--- config.mk ---
export PLATFORM = sky130hd
export DESIGN_NAME = alu_exec_seq
export DESIGN_NICKNAME = d
export VERILOG_FILES = /design/src/rtl/alu_exec_seq.sv
export SDC_FILE = /design/constraint.sdc
export NUM_CORES = 1
export LEC_CHECK = 0
export CAP_MARGIN = 5
export CORE_ASPECT_RATIO = 1.2
export CORE_MARGIN = 1.5
export CORE_UTILIZATION = 61
export CTS_CLUSTER_DIAMETER = 150
export DETAILED_ROUTE_END_ITERATION = 7
export PLACE_DENSITY = 0.95
export SKIP_CTS_REPAIR_TIMING = 1
export SLEW_MARGIN = 5
export SYNTH_ARGS = -nofsm -noshare
export SYNTH_HDL_FRONTEND = slang
export SYNTH_SLANG_ARGS = --single-unit
--- constraint.sdc ---
create_clock -name clk -period 8.3 [get_ports clk]
set_input_delay 1.66 -clock clk [delete_from_list [all_inputs] [get_ports clk]]
set_output_delay 1.66 -clock clk [all_outputs]
set_load 0.01 [all_outputs]
--- src/rtl/alu_exec_seq.sv ---
// rtl/alu_exec_seq.sv - execute-stage ALU: single-cycle arith/logic, iterative 1-bit-per-cycle shifts
// Operands are taken on an in_valid/in_ready handshake; the result is held in DONE until out_ready.
module alu_exec_seq #(
  parameter int WIDTH = 32,
  parameter int SHW   = 5
) (
  input  logic             clk,
  input  logic             rst,
  input  logic             in_valid,
  output logic             in_ready,
  input  logic [2:0]       ALUcontrol,
  input  logic [WIDTH-1:0] src_a,
  input  logic [WIDTH-1:0] src_b,
  output logic             out_valid,
  input  logic             out_ready,
  output logic [WIDTH-1:0] result,
  output logic             zero,
  output logic             negative,
  output logic             carry,
  output logic             overflow,
  output logic             busy
);

  typedef enum logic [1:0] {IDLE, SHIFT, DONE} state_t;

  state_t           state;
  logic [2:0]       op;
  logic [WIDTH-1:0] work;
  logic [SHW-1:0]   cnt;

  logic [SHW-1:0]   shamt;
  logic             in_shift;
  logic             in_arith;
  logic [WIDTH-1:0] b_eff;
  logic [WIDTH:0]   sum;
  logic             ovf;
  logic [WIDTH-1:0] work_nx;
  logic [WIDTH-1:0] fin_res;
  logic             fin_c;
  logic             fin_v;

  assign in_ready = (state == IDLE);
  assign busy     = !in_ready;
  assign shamt    = src_b[SHW-1:0];
  assign in_shift = ALUcontrol[2] && (ALUcontrol[1:0] != 2'b01);
  assign in_arith = (ALUcontrol == 3'b000) || (ALUcontrol == 3'b001) || (ALUcontrol == 3'b101);

  // sub and slt share the A + ~B + 1 adder path
  always_comb begin
    b_eff = (ALUcontrol == 3'b000) ? src_b : ~src_b;
    sum   = {1'b0, src_a} + {1'b0, b_eff} + {{WIDTH{1'b0}}, (ALUcontrol != 3'b000)};
    ovf   = (src_a[WIDTH-1] == b_eff[WIDTH-1]) && (sum[WIDTH-1] != src_a[WIDTH-1]);
  end

  always_comb begin
    work_nx = work;
    case (op)
      3'b100:  work_nx = {work[WIDTH-2:0], 1'b0};
      3'b110:  work_nx = {1'b0, work[WIDTH-1:1]};
      default: work_nx = {work[WIDTH-1], work[WIDTH-1:1]};
    endcase
  end

  // value written to the result register, whichever state writes it
  always_comb begin
    fin_res = src_a;
    fin_c   = 1'b0;
    fin_v   = 1'b0;
    if (state == SHIFT) begin
      fin_res = work_nx;
    end else if (!in_shift) begin
      case (ALUcontrol)
        3'b010:  fin_res = src_a & src_b;
        3'b011:  fin_res = src_a | src_b;
        3'b101:  fin_res = {{(WIDTH-1){1'b0}}, sum[WIDTH-1] ^ ovf};
        default: fin_res = sum[WIDTH-1:0];
      endcase
      fin_c = in_arith && sum[WIDTH];
      fin_v = in_arith && ovf;
    end
  end

  always_ff @(posedge clk or negedge rst) begin
    if (!rst) begin
      state     <= IDLE;
      op        <= 3'b000;
      work      <= '0;
      cnt       <= '0;
      result    <= '0;
      zero      <= 1'b0;
      negative  <= 1'b0;
      carry     <= 1'b0;
      overflow  <= 1'b0;
      out_valid <= 1'b0;
    end else begin
      case (state)
        IDLE: begin
          if (in_valid) begin
            op <= ALUcontrol;
            if (in_shift && (shamt != '0)) begin
              work  <= src_a;
              cnt   <= shamt;
              state <= SHIFT;
            end else begin
              result    <= fin_res;
              zero      <= (fin_res == '0);
              negative  <= fin_res[WIDTH-1];
              carry     <= fin_c;
              overflow  <= fin_v;
              out_valid <= 1'b1;
              state     <= DONE;
            end
          end
        end
        SHIFT: begin
          work <= work_nx;
          cnt  <= cnt - 1'b1;
          if (cnt == SHW'(1)) begin
            result    <= fin_res;
            zero      <= (fin_res == '0);
            negative  <= fin_res[WIDTH-1];
            carry     <= 1'b0;
            overflow  <= 1'b0;
            out_valid <= 1'b1;
            state     <= DONE;
          end
        end
        DONE: begin
          if (out_ready) begin
            out_valid <= 1'b0;
            state     <= IDLE;
          end
        end
        default: state <= IDLE;
      endcase
    end
  end

endmodule

==> flow_summary.yaml <==
power_and_ir_drop:
  power_switching_share_pct: 46.5
  p_leak_nw: 3.71
  irDropWorstVdd_uv: 271
  pwr-share-seq_pct: 27.4
  p_switching_w: 0.00121
  power.density_mw_per_mm2: 294
  power_frac_comb_pct: 57.1
  cell_internal_pwr_w: 0.00139
  p_clk_share_pct: 15.6
clock_network:
  htreeDepth: 3
  clockRootBuffer: "clkbuf_16"
  cts_tree: "built"
  clk_latency_ns: 0.35
  clk_transition_reported_paths_ns: 0.06
  clock_path_buffers: 2
  cts-buffers-inserted: 9
  clkSinkCount: 78
final_layout:
  instances_no_fill: 1263
  nNetsFinal: 1204
  diodes: 0
  seq_area_mm2: 0.00195
  design_area_mm2: 0.00885
  area_growth_syn_to_layout_pct: 19.0
  num-fill-cells: 980
  layout-drive-gt1-share_pct: 5.54
  multi_input_area_mm2: 0.00515
sta:
  hold_viol: 0
  clock_skew_ns: 0.0109
  period_needed_ns: 6.76
  fin_crit_sh_pct: 81.4
  fin_tns_setup_ns: 0
  setup_violations: 0
  maxSlewHeadroom_pct: 13.1
  tightest_slew_ns: 1.30
  drv_slew: 0
  max_freq_ghz: 0.148
  grt_setup_unrepaired: "false"
route:
  vias_per_cell: 6.69
  num_vias: 8452
  drc: 0
  firstDrtPassIters: 8
  drtIter0Drc: 996
  detail-route-antenna-nets: 0
  drt_wl_total_mm: 26.6
  avgRoutedWirePerCell_um: 21.0
synth:
  ys_seq_elements: 78
  synth_common_cells: "nand2_1 (210), o21ai_0 (110), a21oi_1 (100)"
  yosysTopAreaCell: "dfrtp_1"
  netlist_instances: 1033
  synth_area_leaders: "dfrtp_1 (26%), nand2_1 (11%), o21ai_0 (7.4%)"
  synth_top_area_share_pct: 26.2
  yosysMostFrequentCell: "nand2_1"
  ys_types: 66
  synth.net_count: 1140
  syn_area_mm2: 0.00744
  async_flop_share_pct: 100
  synth_edf_count: 0
  yosys_warnings: 0
  synth_area_per_cell_um2: 7.20
  dominantRegCellSynth: "dfrtp_1"
  yosysSeqAreaShare_pct: 26.2
global_route:
  grt_pass1_wl_mm: 41.1
  grt_overflow: 0
  grt_pass1_vias: 7845
  grt_max_degree: 79
  antenna_found_initial: 0
  grt_usage_pct: 40.8
placed_design:
  numPortBuffers: 109
  place.gp.congestion: 1.09
  hpwl_mm: 19.4
  placed_cells: 1247
  dpl_cell_area_mm2: 0.00856
worst_setup_path:
  ff2ff_path_depth: 11
  crit_arrival_ns: 7.04
  critPathKind: "primary input to flip-flop"
  path_max_fanout: 25
  startpoint_type: "primary input"
  required_ns: 8.58
  end_kind: "flip-flop"
floorplanning:
  dieArea_mm2: 0.0129
  die-width_um: 104
  io_pins: 110
  start_util_pct: 62.0
  die_y_um: 124
  row_count: 44
  core_area_mm2: 0.0120
job:
  drv_cap: 0
min_path:
  hold_path_class: "flip-flop to flip-flop"
  whs_path_depth: 2
outcome:
  status: "finished, final reports clean"
## power groups by stage
stage	Combinational [W]	Clock [W]	Sequential [W]
final	0.00148	0.000405	0.000711
after global routing	0.00160	0.000417	0.000730
after CTS	0.00145	0.000403	0.000707
after detailed placement	0.00144	0	0.000712
after global placement	0.00141	0	0.000702
after floorplan	0.000889	0	0.000702
## layout make-up
class / instances / share of cell area [%]
Inverter: 19 / 0.806
Clock inverter: 5 / 0.664
Clock buffer: 11 / 2.63
Sequential cell: 78 / 22.1
Timing Repair Buffer: 122 / 13.3
Tap cell: 161 / 2.28
Multi-Input combinational cell: 867 / 58.2
## state kept, by name, summed over array words and instances (netlist names)
signal     count
carry          1
cnt            5
op             3
out_valid      1
overflow       1
result        32
state          2
work          32
zero           1
## worst paths after layout
check	start	end	slack [ns]
hold / removal	overflow$_DFFE_PN0P_	overflow$_DFFE_PN0P_	0.48
min in group asynchronous	rst	result[27]$_DFFE_PN0P_	1.50
setup reg to reg	state[0]$_DFFE_PN0P_	zero$_DFFE_PN0P_	4.72
setup / recovery	ALUcontrol[2]	zero$_DFFE_PN0P_	1.54
hold reg to reg	overflow$_DFFE_PN0P_	overflow$_DFFE_PN0P_	0.48
max in group asynchronous	rst	work[8]$_DFFE_PN0P_	6.11
## logic make-up after synthesis
logic type / share of synthesized area [%]
and+or+nand+nor: 24.3
AOI/OAI and AO/OA: 29.5
buffers and inverters: 4.83
DFF: 26.2
xor gates and xnor gates: 5.30
adders and majority gates: 6.15
muxes: 3.67
## worst max-delay path: stages
cell and delay [ns]:
clkdlybuf4s50_1 0.39, buf_4 0.21, or2_2 0.46, nor2_4 0.75
xnor2_1 0.14, ha_1 0.39, a21oi_1 0.38, o221ai_1 0.20
a21oi_1 0.31, o221ai_1 0.32, xor2_1 0.23, o21ai_0 0.37
nand3_1 0.16, or4_1 0.43, nor4_1 0.46, nand2_1 0.09
nand2_1 0.07
## routing by layer
metal / track usage [%] / part of all wire [%] / wire length, um
met2: 67.3 / 46 / 12200
met1: 49.2 / 38 / 10100
met5: 0 / 0 / 0
met3: 8.27 / 10 / 2670
met4: 26.2 / 6.1 / 1620
## cell usage in the layout (no fill, tap or decap), types with 5 or more instances in the layout
cell             instances
nand2_1                210
o21ai_0                110
clkdlybuf4s50_1        107
a21oi_1                100
dfrtp_1                 78
nor2_1                  74
xnor2_1                 41
ha_1                    35
nand3_1                 25
a31oi_1                 23
a21o_1                  20
inv_1                   19
nor3_1                  18
mux2i_1                 16
and3_1                  14
buf_4                   14
o31ai_1                 13
nand4_1                 10
mux2_2                  10
nand2b_1                 9
a221oi_1                 9
clkbuf_16                9
a31o_2                   8
o21a_1                   8
o211ai_1                 8
a211oi_1                 8
nand3b_1                 6
nor2b_1                  5
a21boi_0                 5
o21bai_1                 5
a211o_1                  5
## through the flow
stage               power [W]  hold slack (ns)  util, %  worst slack [ns]
global route          0.00275            0.515     73.7              1.23
floorplan             0.00159            0.449        -              2.30
CTS                   0.00256            0.478     73.7              1.63
global placement      0.00211            0.457     71.3              1.26
detailed placement    0.00215            0.463     71.3              1.29
finish                0.00260            0.482     73.7              1.54
No activity file was read; power rests on OpenSTA's default activity.
